===== src/rtl/bus_arbiter_pkg.sv =====
// Shared constants for the two-master Bridge bus arbiter: master indices and
// the default burst lock length.
package bus_arbiter_pkg;

  localparam logic ARB_M0        = 1'b0;
  localparam logic ARB_M1        = 1'b1;
  localparam int   BURST_MAX_DEF = 8;

endpackage


===== src/rtl/arb_stats.sv =====
// Saturating statistics counters for the bus arbiter (conflicts, CPU stalls,
// forced yields); instantiated only when ARB_STATS_EN is defined.
module arb_stats #(
  parameter int STAT_W = 16
) (
  input  logic              clk,
  input  logic              rst,
  input  logic              stat_clr,
  input  logic              conflict,
  input  logic              stall,
  input  logic              yield_ev,
  output logic [STAT_W-1:0] stat_conflict,
  output logic [STAT_W-1:0] stat_stall,
  output logic [STAT_W-1:0] stat_yield
);

  function automatic logic [STAT_W-1:0] sat_inc(input logic [STAT_W-1:0] v);
    if (v == {STAT_W{1'b1}}) begin
      sat_inc = v;
    end else begin
      sat_inc = v + {{(STAT_W-1){1'b0}}, 1'b1};
    end
  endfunction

  // Event counters: async clear on reset, sync clear on stat_clr, else saturate-count.
  always_ff @(posedge clk or posedge rst) begin
    if (rst) begin
      stat_conflict <= {STAT_W{1'b0}};
      stat_stall    <= {STAT_W{1'b0}};
      stat_yield    <= {STAT_W{1'b0}};
    end else if (stat_clr) begin
      stat_conflict <= {STAT_W{1'b0}};
      stat_stall    <= {STAT_W{1'b0}};
      stat_yield    <= {STAT_W{1'b0}};
    end else begin
      stat_conflict <= conflict ? sat_inc(stat_conflict) : stat_conflict;
      stat_stall    <= stall    ? sat_inc(stat_stall)    : stat_stall;
      stat_yield    <= yield_ev ? sat_inc(stat_yield)    : stat_yield;
    end
  end

endmodule


===== src/rtl/bus_arbiter.sv =====
// Round-robin arbiter sharing the Bridge bus between the CPU (m0) and a
// secondary master (m1) with a bounded m1 burst lock. Optional ARB_STATS_EN.
module bus_arbiter
  import bus_arbiter_pkg::*;
#(
  parameter int BURST_MAX = BURST_MAX_DEF
`ifdef ARB_STATS_EN
  , parameter int STAT_W = 16
`endif
) (
  input  logic        cpu_clk,
  input  logic        cpu_rst,
  input  logic        m0_req,
  input  logic [31:0] m0_addr,
  input  logic        m0_wen,
  input  logic [31:0] m0_wdata,
  output logic [31:0] m0_rdata,
  output logic        m0_gnt,
  input  logic        m1_req,
  input  logic        m1_lock,
  input  logic [31:0] m1_addr,
  input  logic        m1_wen,
  input  logic [31:0] m1_wdata,
  output logic [31:0] m1_rdata,
  output logic        m1_gnt,
  output logic [31:0] Bus_addr,
  output logic        Bus_wen,
  output logic [31:0] Bus_wdata,
  input  logic [31:0] Bus_rdata,
  output logic        cpu_stall
`ifdef ARB_STATS_EN
  ,
  input  logic              stat_clr,
  output logic [STAT_W-1:0] stat_conflict,
  output logic [STAT_W-1:0] stat_stall,
  output logic [STAT_W-1:0] stat_yield
`endif
);

  localparam int              CNT_W       = $clog2(BURST_MAX + 1);
  localparam logic [CNT_W-1:0] BURST_MAX_C = CNT_W'(BURST_MAX);
  localparam logic [CNT_W-1:0] CNT_ONE_C   = CNT_W'(1);

  logic             last_gnt_r;
  logic             lock_act_r;
  logic [CNT_W-1:0] burst_cnt_r;

  logic gnt_m0_s;
  logic gnt_m1_s;
  logic yield_s;
  logic at_max_s;

  assign at_max_s = (burst_cnt_r == BURST_MAX_C);

  // Grant selection: lock hold, forced yield, single requester, then round-robin.
  always_comb begin
    gnt_m0_s = 1'b0;
    gnt_m1_s = 1'b0;
    yield_s  = 1'b0;
    if (cpu_rst) begin
      gnt_m0_s = 1'b0;
    end else if (lock_act_r && m1_req && m1_lock && (!at_max_s || !m0_req)) begin
      gnt_m1_s = 1'b1;
    end else if (lock_act_r && m0_req && at_max_s) begin
      gnt_m0_s = 1'b1;
      yield_s  = 1'b1;
    end else if (m0_req && !m1_req) begin
      gnt_m0_s = 1'b1;
    end else if (m1_req && !m0_req) begin
      gnt_m1_s = 1'b1;
    end else if (m0_req && m1_req) begin
      if (last_gnt_r == ARB_M1) begin
        gnt_m0_s = 1'b1;
      end else begin
        gnt_m1_s = 1'b1;
      end
    end else begin
      gnt_m1_s = 1'b0;
    end
  end

  // Bus and read-data steering from whichever master holds the grant.
  always_comb begin
    Bus_addr  = 32'h0000_0000;
    Bus_wdata = 32'h0000_0000;
    Bus_wen   = 1'b0;
    m0_rdata  = 32'h0000_0000;
    m1_rdata  = 32'h0000_0000;
    case ({gnt_m1_s, gnt_m0_s})
      2'b01: begin
        Bus_addr  = m0_addr;
        Bus_wdata = m0_wdata;
        Bus_wen   = m0_wen;
        m0_rdata  = Bus_rdata;
      end
      2'b10: begin
        Bus_addr  = m1_addr;
        Bus_wdata = m1_wdata;
        Bus_wen   = m1_wen;
        m1_rdata  = Bus_rdata;
      end
      default: begin
        Bus_wen = 1'b0;
      end
    endcase
  end

  assign m0_gnt    = gnt_m0_s;
  assign m1_gnt    = gnt_m1_s;
  assign cpu_stall = m0_req & ~gnt_m0_s & ~cpu_rst;

  // Arbitration history; any cycle without an m1 grant drops the lock and its count.
  always_ff @(posedge cpu_clk or posedge cpu_rst) begin
    if (cpu_rst) begin
      last_gnt_r  <= ARB_M1;
      lock_act_r  <= 1'b0;
      burst_cnt_r <= {CNT_W{1'b0}};
    end else begin
      if (gnt_m0_s) begin
        last_gnt_r <= ARB_M0;
      end else if (gnt_m1_s) begin
        last_gnt_r <= ARB_M1;
      end else begin
        last_gnt_r <= last_gnt_r;
      end
      lock_act_r <= gnt_m1_s & m1_lock;
      if (gnt_m1_s && lock_act_r && m0_req) begin
        burst_cnt_r <= at_max_s ? burst_cnt_r : burst_cnt_r + CNT_ONE_C;
      end else begin
        burst_cnt_r <= {CNT_W{1'b0}};
      end
    end
  end

`ifdef ARB_STATS_EN
  arb_stats #(
    .STAT_W(STAT_W)
  ) u_arb_stats (
    .clk          (cpu_clk),
    .rst          (cpu_rst),
    .stat_clr     (stat_clr),
    .conflict     (m0_req & m1_req),
    .stall        (cpu_stall),
    .yield_ev     (yield_s),
    .stat_conflict(stat_conflict),
    .stat_stall   (stat_stall),
    .stat_yield   (stat_yield)
  );
`else
  logic unused_yield_s;
  assign unused_yield_s = yield_s;
`endif

endmodule

===== config.mk =====
export PLATFORM = sky130hd
export DESIGN_NAME = bus_arbiter
export DESIGN_NICKNAME = d
export VERILOG_FILES = /design/src/rtl/bus_arbiter_pkg.sv /design/src/rtl/arb_stats.sv /design/src/rtl/bus_arbiter.sv
export SDC_FILE = /design/constraint.sdc
export NUM_CORES = 1
export LEC_CHECK = 0
export ABC_AREA = 1
export BUFFER_PORTS_ARGS = -buffer_cell sky130_fd_sc_hd__buf_4
export CORE_AREA = 2 2 114 116
export DETAILED_ROUTE_END_ITERATION = 16
export DIE_AREA = 0 0 116 118
export GPL_TIMING_DRIVEN = 0
export SLEW_MARGIN = 20
export SYNTH_ARGS = -nofsm -noshare
export SYNTH_HDL_FRONTEND = slang
export SYNTH_SLANG_ARGS = --single-unit

===== constraint.sdc =====
create_clock -name cpu_clk -period 2.5 [get_ports cpu_clk]
set_input_delay 0.125 -clock cpu_clk [delete_from_list [all_inputs] [get_ports cpu_clk]]
set_output_delay 0.125 -clock cpu_clk [all_outputs]
set_load 0.01 [all_outputs]

==> out/results.txt, run 1 <==
Status: complete, no violations
DRT Pass-1 Iters: 4
Slew Limit Fails: 0
Area growth syn-to-layout: 163.2%
#FFs+latches synth: 6
Cells after Synth: 404
Die height: 118 um
Synth Area in XOR/XNOR: 0.9396%
H-tree Lvls: 1
CP Data Required Time: 2380 ps
GRT Overall Usage: 15.19%
Global-route wire length before repair: 16.57 mm
I/O pin count: 299
Max FO, Critical Path: 10
Hold Fails Final Rpt: 0
Clock latency on the worst-skew pair: 230 ps
Ant diodes: 0
Leakage: 2.893 nW
Pin count of the biggest net entering global routing: 11
Core area: 12,410 um2
HPWL Detailed: 9.590 mm
Power density cells: 263.9 nW/um2
Crit path DAT: 2270 ps
Finish-stage setup viols: 0
Largest family of logic cells by synthesized area: simple AND/OR/NAND/NOR gates
CTS Sinks: 6
Synth unique cells: 18
Initial antenna violation count: 1
Fin nets: 889
Sequential fraction of the synthesis area: 8.121%
Root Buffer: clkbuf_16
Overflow after GRT: 0
TritonCTS clock tree: yes
Syn avg cell area: 4.615 um2
Hold WS: 66.58 ps
Antenna viol nets, final: 0
Die Wd: 116 um
Slew headroom: 82.63%
GPL Wtd Cong: 0.8216
DRC violations left: 0
Final period utilization: 95.83%
Vias in the first global route: 3,228
Fin Setup TNS: 0 ps
Clock skew: 1.682 ps
Routed vias: 3,516
Die area: 13,690 um2
Tightest Pin Transition: 259.6 ps
Avg WL per Cell: 13.33 um
Reg clk slew, reported paths: 40 ps
Site Rows: 41
DR iter-0 viols: 123
Syn Nets: 576
Syn Std Cell Area: 1864 um2
WS Path Type: flop to output pin
Crit path time final: 2396 ps
Startpoint Class: flop
Clock Tree Buf Depth: 2
Hold Path Class: primary input to asynchronous set/reset pin
Max rail drop VDD: 0.2622 mV
Synthesized-area fraction occupied by adder cells: 3.356%
Complex-gate fraction of the synthesized area: 17.99%
Layout fillers: 1,365
Synth Area in Simple Gates: 45.37%
Buffers added on ports: 298
Worst setup EP type: output pin
RSZ-0062 raised after global routing: true
Share of cells above drive strength 1: 52.79%
Total detailed-routing wirelength: 11.83 mm
Initial Util: 15.02%
Fmax: 417.4 MHz
Vias per cell: 3.959
Max-cap violations: 0
Mux contribution to synthesized area: 0%
Synth warn: 0
Num CTS Buffers: 3
==> cells in the mapped netlist <==
library cell | n | share of area [%]
nand2_1 | 204 | 41
inv_1 | 74 | 15
a21oi_1 | 66 | 18
buf_2 | 19 | 5.1
buf_4 | 9 | 3.6
nor2_1 | 8 | 1.6
dfrtp_1 | 5 | 6.7
ha_1 | 5 | 3.4
nand2_2 | 3 | 1.0
inv_2 | 2 | 0.40
nand3_2 | 2 | 1.1
clkbuf_1 | 1 | 0.20
dfstp_2 | 1 | 1.4
nand3_1 | 1 | 0.27
nand4_1 | 1 | 0.34
o21ai_0 | 1 | 0.27
xnor2_1 | 1 | 0.47
xor2_1 | 1 | 0.47
==> final timing paths <==
check                                      startpoint                    endpoint  slack (ps)  depth (start not counted)
setup / recovery           burst_cnt_r[1]$_DFFE_PP0P_               Bus_wdata[22]         100                         13
hold reg to reg                last_gnt_r$_DFFE_PP1P_      last_gnt_r$_DFFE_PP1P_         470                          2
hold / removal                                cpu_rst      last_gnt_r$_DFFE_PP1P_          70                          2
setup reg to reg           burst_cnt_r[1]$_DFFE_PP0P_      last_gnt_r$_DFFE_PP1P_        1000                         11
min in group cpu_clk                          m1_lock        lock_act_r$_DFF_PP0_         150                          3
max in group asynchronous                     cpu_rst  burst_cnt_r[2]$_DFFE_PP0P_        1720                          3
==> kinds of logic after synthesis <==
kind of cell,count (synthesis)
AOI/OAI and AO/OA,67
xor gates and xnor gates,2
adders and majority gates,5
buffers and inverters,105
DFF,6
and+or+nand+nor,219
==> critical path, cell delays in order, from the launching register on <==
cell	delay, ps
dfrtp_1	380
inv_1	60
ha_2	160
nand2_1	50
nor2_1	100
nand2_1	90
nand2_1	90
nand3_2	120
ha_1	310
inv_1	60
buf_12	150
buf_6	150
a21oi_1	140
buf_4	150
==> layout by cell type (no fill, tap or decap), drive strengths merged <==
| cell type | instances |
|---|---|
| a21oi | 66 |
| inv | 76 |
| dfrtp | 5 |
| xnor2 | 1 |
| clkbuf | 9 |
| xor2 | 1 |
| nand3 | 3 |
| ha | 5 |
| nand2 | 207 |
| dfstp | 1 |
| nor2 | 8 |
| o21ai | 1 |
| nand4 | 1 |
| buf | 331 |
| dlygate4sd3 | 1 |
==> per-layer routing <==
layer / vias to the layer above / routed length (um) / track usage (%)
li1: 1817 / - / -
met1: 1512 / 4512 / 17.90
met2: 174 / 6158 / 28.51
met3: 11 / 1047 / 2.832
met4: 2 / 100 / 2.307
met5: - / 13 / 0
==> through the flow <==
stage          area (um2)  power (mW)  setup slack (ps)  utilization, %  std cells
2_1_floorplan        1864      0.4174             583.7               -        404
3_3_place_gp         4317      0.8747             119.0           34.77        874
3_5_place_dp         4317      0.8743             103.1           34.77        874
4_1_cts              4441       1.170            -3.999           35.77        880
5_1_grt              4907       1.383            -62.39           39.53        888
6_report             4907       1.295             104.3           39.53        888
==> where the power goes <==
group / internal (mW) / switching [mW] / total [mW]
logic: 0.492 / 0.417 / 0.909
registers: 0.106 / 0.00376 / 0.109
clock network: 0.212 / 0.0640 / 0.276
==> area by class of cell <==
class	count	area, um2	share of cell area, %
Buffer	29	386.6	7.879
Clock buffer	4	78.83	1.606
Inverter	76	285.3	5.813
Multi-Input combinational cell	293	1388	28.28
Sequential cell	6	151.4	3.085
Tap cell	172	215.2	4.386
Timing Repair Buffer	308	2402	48.95
==> state kept, by name (all words and copies together) (netlist names) <==
register / cells
burst_cnt_r: 4
lock_act_r: 1
last_gnt_r: 1
==> what timing repair did <==
action / CTS / global route
pin swaps: 0 / 9
endpoints found under the setup margin: 100 / 125
gates resized for setup: 10 / 103
setup buffers: 1 / 3
cloned: 0 / 5
hold buffers: 1 / 0
hold endpoints to repair: 5 / 0
Power figures use the tool's default switching activity.
==> run 2, diff against run 1 <==
--- a/config.mk
+++ b/config.mk
@@ -11,6 +11,7 @@
 export DETAILED_ROUTE_END_ITERATION = 16
 export DIE_AREA = 0 0 116 118
 export GPL_TIMING_DRIVEN = 0
+export REMOVE_ABC_BUFFERS = 1
 export SLEW_MARGIN = 20
 export SYNTH_ARGS = -nofsm -noshare
 export SYNTH_HDL_FRONTEND = slang
==> out/results.txt, run 2 (synthesized netlist as in run 1, its figures left out) <==
Die area: 13,690 um2
Switch Pwr: 0.4732 mW
Ant diodes: 0
Regs by FF count: burst_cnt_r (4), last_gnt_r (1), lock_act_r (1)
Inst Count DP: 847
Design area: 4606 um2
Clock latency on the worst-skew pair: 230 ps
Slowest cell on crit path: dfrtp_1
Die height: 118 um
Initial Util: 15.02%
Num CTS Buffers: 3
Logic pwr share: 69.1%
Placed Area: 4225 um2
Avg WL per Cell: 13.29 um
CP Data Required Time: 2380 ps
Vias in the first global route: 3,196
DRT Pass-1 Iters: 4
Switch share: 38.39%
Leakage: 2.766 nW
Startpoint Class: flop
Max rail drop VDD: 0.1793 mV
Slew headroom: 75.55%
Area growth syn-to-layout: 147.0%
Pre-CTS WS: -30.27 ps
WS Path Type: flop to output pin
RSZ-0062 raised after global routing: true
DRC violations left: 0
Pin count of the biggest net entering global routing: 66
H-tree Lvls: 1
I/O pin count: 299
Share of cells above drive strength 1: 48.42%
CTS Sinks: 6
Commonest non-fill, non-tap cell in the layout: buf_4
Area occupied by multi-input gates: 1330 um2
GRT Overall Usage: 14.47%
Routed vias: 3,486
Core area: 12,410 um2
Commonest non-fill, non-tap cells in the layout: buf_4 (307), nand2_1 (204), inv_1 (72)
Clock skew: 3.461 ps
Overall power: 1.233 mW
Tightest Pin Transition: 366.7 ps
Clock Tree Buf Depth: 2
Root Buffer: clkbuf_16
Hold Fails Final Rpt: 0
Fmax: 416.2 MHz
Buffers added on ports: 298
Hold Path Class: primary input to asynchronous set/reset pin
Slew Limit Fails: 0
Cell internal pwr: 0.7595 mW
Antenna viol nets, final: 0
Power density cells: 267.6 nW/um2
Reg clk slew, reported paths: 40 ps
Global-route wire length before repair: 15.95 mm
Crit path DAT: 2280 ps
Worst-path cell chain: inv_1, ha_1, nand2_1, nor2_1, nand2_1, nand2_1, nand2_2, nand2_4, ha_4, bufinv_16, a21oi_1, buf_4
Final Util: 37.10%
Max FO, Critical Path: 33
Vias per cell: 4.016
Sequential share of power: 8.9%
Fin Setup TNS: 0 ps
DR iter-0 viols: 147
HPWL Detailed: 7.624 mm
Max reg flops: 4
Crit-path max cell delay: 380 ps
Layout Cells excl Fill: 868
Crit path time final: 2403 ps
Finish-stage setup viols: 0
Worst setup EP type: output pin
TritonCTS clock tree: yes
Worst Slack Setup Final: 97.43 ps
Max-cap violations: 0
Sequential Area: 151.4 um2
Final period utilization: 96.10%
CP most frequent cell: nand2_1
Clock share of power: 22.0%
Hold WS: 124.3 ps
Layout fillers: 1,366
Total detailed-routing wirelength: 11.53 mm
Fin nets: 869
Overflow after GRT: 0
Status: complete, no violations
Die Wd: 116 um
Initial antenna violation count: 0
Largest Register: burst_cnt_r
Site Rows: 41
GPL Wtd Cong: 0.7881
-- run 2: worst paths after layout --
check	cells past startpoint	slack, ps	end	start
worst min register to register	2	480	last_gnt_r$_DFFE_PP1P_	last_gnt_r$_DFFE_PP1P_
min in group cpu_clk	3	140	lock_act_r$_DFF_PP0_	m1_lock
worst max register to register	11	1030	last_gnt_r$_DFFE_PP1P_	burst_cnt_r[0]$_DFFE_PP0P_
worst max-delay path	12	100	Bus_addr[18]	burst_cnt_r[0]$_DFFE_PP0P_
worst min-delay path	2	120	last_gnt_r$_DFFE_PP1P_	cpu_rst
max in group asynchronous	3	1670	lock_act_r$_DFF_PP0_	cpu_rst
-- run 2: layout make-up --
class	instances	area share [%]
Clock buffer	4	1.711
Timing Repair Buffer	316	54.44
Timing Repair inverter	1	0.1902
Multi-Input combinational cell	293	28.88
Inverter	76	6.819
Tap cell	172	4.673
Sequential cell	6	3.287
-- run 2: metal layers --
layer	GRT usage, %	wire (um)	up-vias
li1	-	-	1773
met1	16.77	4434	1519
met2	27.52	5987	184
met3	2.008	997	10
met4	3.125	116	0
met5	0	0	-
-- run 2: power by group through the flow --
| stage | combinational [mW] | sequential (mW) | clock, mW |
|---|---|---|---|
| 2_1_floorplan | 0.282 | 0.109 | 0 |
| 3_3_place_gp | 0.729 | 0.110 | 0 |
| 3_5_place_dp | 0.722 | 0.110 | 0 |
| 4_1_cts | 0.787 | 0.109 | 0.274 |
| 5_1_grt | 0.922 | 0.110 | 0.278 |
| 6_report | 0.852 | 0.109 | 0.272 |
-- run 2: what timing repair did --
action	4_1_cts	5_1_grt
endpoints found under the hold margin	5	0
setup endpoints to repair	111	70
gates cloned	2	2
hold buffers	1	0
buffers inserted	9	3
gates resized for setup	2	18
-- run 2: worst max-delay path: cells and delay by family (launching register included) --
family          cells  cell delay [ps]
compound gates      1              200
simple gates        6              420
fa+ha+maj           2              550
flops               1              380
buf+inv             3              450
==> run 3, diff against run 2 <==
--- a/config.mk
+++ b/config.mk
@@ -5,14 +5,13 @@
 export SDC_FILE = /design/constraint.sdc
 export NUM_CORES = 1
 export LEC_CHECK = 0
-export ABC_AREA = 1
 export BUFFER_PORTS_ARGS = -buffer_cell sky130_fd_sc_hd__buf_4
-export CORE_AREA = 2 2 114 116
+export CORE_AREA = 2 2 115 117
 export DETAILED_ROUTE_END_ITERATION = 16
-export DIE_AREA = 0 0 116 118
+export DIE_AREA = 0 0 117 119
 export GPL_TIMING_DRIVEN = 0
 export REMOVE_ABC_BUFFERS = 1
-export SLEW_MARGIN = 20
+export SLEW_MARGIN = 10
 export SYNTH_ARGS = -nofsm -noshare
 export SYNTH_HDL_FRONTEND = slang
 export SYNTH_SLANG_ARGS = --single-unit
==> out/results.txt, run 3 <==
Status: complete, no violations
H-tree Lvls: 1
Site Rows: 42
Tightest Pin Transition: 250.1 ps
Initial antenna violation count: 0
Top cells by count, synth: a22oi_1 (66), nor2b_1 (66), and2_1 (65), buf_2 (21), clkbuf_1 (6)
Clock skew: 6.042 ps
Cells after Synth: 268
Worst setup EP type: output pin
DR iter-0 viols: 137
WS Path Type: flop to output pin
Finish-stage setup viols: 0
Reg clk slew, reported paths: 30 ps
Fmax: 410.0 MHz
Regs by FF count: burst_cnt_r (4), last_gnt_r (1), lock_act_r (1)
Max FO, Critical Path: 22
Routed vias: 3,147
#FFs+latches synth: 6
Initial Util: 14.54%
Die Wd: 117 um
Ant diodes: 0
Hold WS: 127.2 ps
Max rail drop VDD: 0.1629 mV
Hold Fails Final Rpt: 0
Max reg flops: 4
Slew headroom: 83.32%
Hold Path Class: primary input to flop
Largest Register: burst_cnt_r
Root Buffer: clkbuf_16
Die area: 13,920 um2
Num CTS Buffers: 3
RSZ-0062 raised after global routing: true
Avg WL per Cell: 16.08 um
DRT Pass-1 Iters: 4
Post-synth top area cell: a22oi_1
Vias in the first global route: 3,001
Synth warn: 0
Clock latency on the worst-skew pair: 230 ps
DRC violations left: 0
Total detailed-routing wirelength: 11.85 mm
Overflow after GRT: 0
Syn avg cell area: 6.984 um2
Pin count of the biggest net entering global routing: 57
Sequential fraction of the synthesis area: 8.088%
GRT Overall Usage: 14.65%
Yosys top cell area share: 26.47%
Power density cells: 247.4 nW/um2
HPWL Detailed: 8.406 mm
Core area: 12,870 um2
Crit path time final: 2439 ps
Synth unique cells: 27
Global-route wire length before repair: 16.17 mm
I/O pin count: 299
Post-synth EDFFs: 0
GPL Wtd Cong: 0.7485
Post-synth top flop: dfrtp_1
Clock Tree Buf Depth: 2
Share of cells above drive strength 1: 60.25%
Commonest non-fill, non-tap cell in the layout: buf_4
CP Data Required Time: 2380 ps
Max-cap violations: 0
Buffers added on ports: 298
Crit path DAT: 2310 ps
Leakage: 2.240 nW
Vias per cell: 4.270
TritonCTS clock tree: yes
Slew Limit Fails: 0
Commonest non-fill, non-tap cells in the layout: buf_4 (307), a22oi_1 (66), nor2b_1 (64), and2_1 (64)
Die height: 119 um
Top cells by area, synth: a22oi_1 (26%), nor2b_1 (22%), and2_1 (22%)
Overall power: 1.143 mW
Area growth syn-to-layout: 146.9%
Async set-reset flop share out of synthesis: 100.0%
Antenna viol nets, final: 0
Startpoint Class: flop
Final period utilization: 97.56%
Fin nets: 734
CTS Sinks: 6
Syn Std Cell Area: 1872 um2
[run 3: changes by cell type after synthesis, sizes merged, moves of 5 or more]
cell and delta:
a22oi +66, a21oi -63, inv -71, clkbuf +5, nor2b +66, buf -5
nor2 -6, and2 +65, nand2 -202
[run 3: per-layer routing]
layer  GRT usage (%)  wire (um)  up-vias  part of all wire, %
met5               0          0        -                    0
met4           1.985        112        0                 0.95
met3           2.392        783        8                  6.6
met2           25.98       6119      136                   52
met1           18.87       4836     1491                   41
li1                -          -     1512                    -
[run 3: final cells by class]
type / instances / area, um2
inverters: 5 / 22.52
flip-flops and latches: 6 / 151.4
clock buffers: 4 / 78.83
well taps: 176 / 220.2
repair buffers: 318 / 2510
fillers: 1370 / 8254
multi-input cells: 228 / 1638
[run 3: logic make-up (layout without fill, tap and decap cells)]
logic type,Yosys count,in the layout,synth area share (%)
AND/OR/NAND/NOR,149,149,49.67
flip-flops,6,6,8.088
adder cells (fa/ha/maj),5,5,3.342
buffers and inverters,34,327,8.623
AO/OA/AOI/OAI,74,74,30.28
[run 3: final timing paths]
path,slack [ps],cells after the start,end,startpoint
setup / recovery,60,11,m0_rdata[18],burst_cnt_r[0]$_DFFE_PP0P_
hold / removal,130,2,lock_act_r$_DFF_PP0_,m0_req
setup reg to reg,850,8,last_gnt_r$_DFFE_PP1P_,burst_cnt_r[0]$_DFFE_PP0P_
hold reg to reg,580,2,burst_cnt_r[0]$_DFFE_PP0P_,burst_cnt_r[0]$_DFFE_PP0P_
max in group asynchronous,1910,3,last_gnt_r$_DFFE_PP1P_,cpu_rst
min in group asynchronous,370,3,burst_cnt_r[2]$_DFFE_PP0P_,cpu_rst
[run 3: stage by stage]
stage                     setup WS [ps]  instances  TNS [ps]  cell area (um2)  utilization, %
final                             60.88        737         0             4621           35.89
after global routing             -52.03        737    -538.0             4621           35.89
after CTS                         6.590        730         0             4482           34.81
after detailed placement         -77.00        716    -379.3             4274           33.20
after global placement            -1883        713   -206860             4187           32.52
after floorplan                  -822.3        239    -92230             1729               -
[run 3: worst max-delay path: stages, from the launching register on]
cell and delay, ps:
dfrtp_1 390, inv_1 120, ha_4 160, nand4b_1 170, nand2_2 160, a21o_1 220
ha_4 210, buf_4 120, buf_4 100, buf_8 150, and2_1 150, buf_4 120
[run 3: where the power goes]
part	internal, mW	leakage, nW	switching (mW)
Combinational	0.445	2.12	0.323
Sequential	0.103	0.0801	0.00197
Clock	0.212	0.0382	0.0584
Total	0.760	2.24	0.383
[run 3: what timing repair did]
| action | CTS | global route |
|---|---|---|
| hold buffers | 1 | 0 |
| endpoints found under the hold margin | 5 | 0 |
| cloned | 1 | 2 |
| pin swaps | 3 | 4 |
| gates resized for setup | 3 | 11 |
| endpoints found under the setup margin | 67 | 70 |
| setup buffers | 8 | 5 |
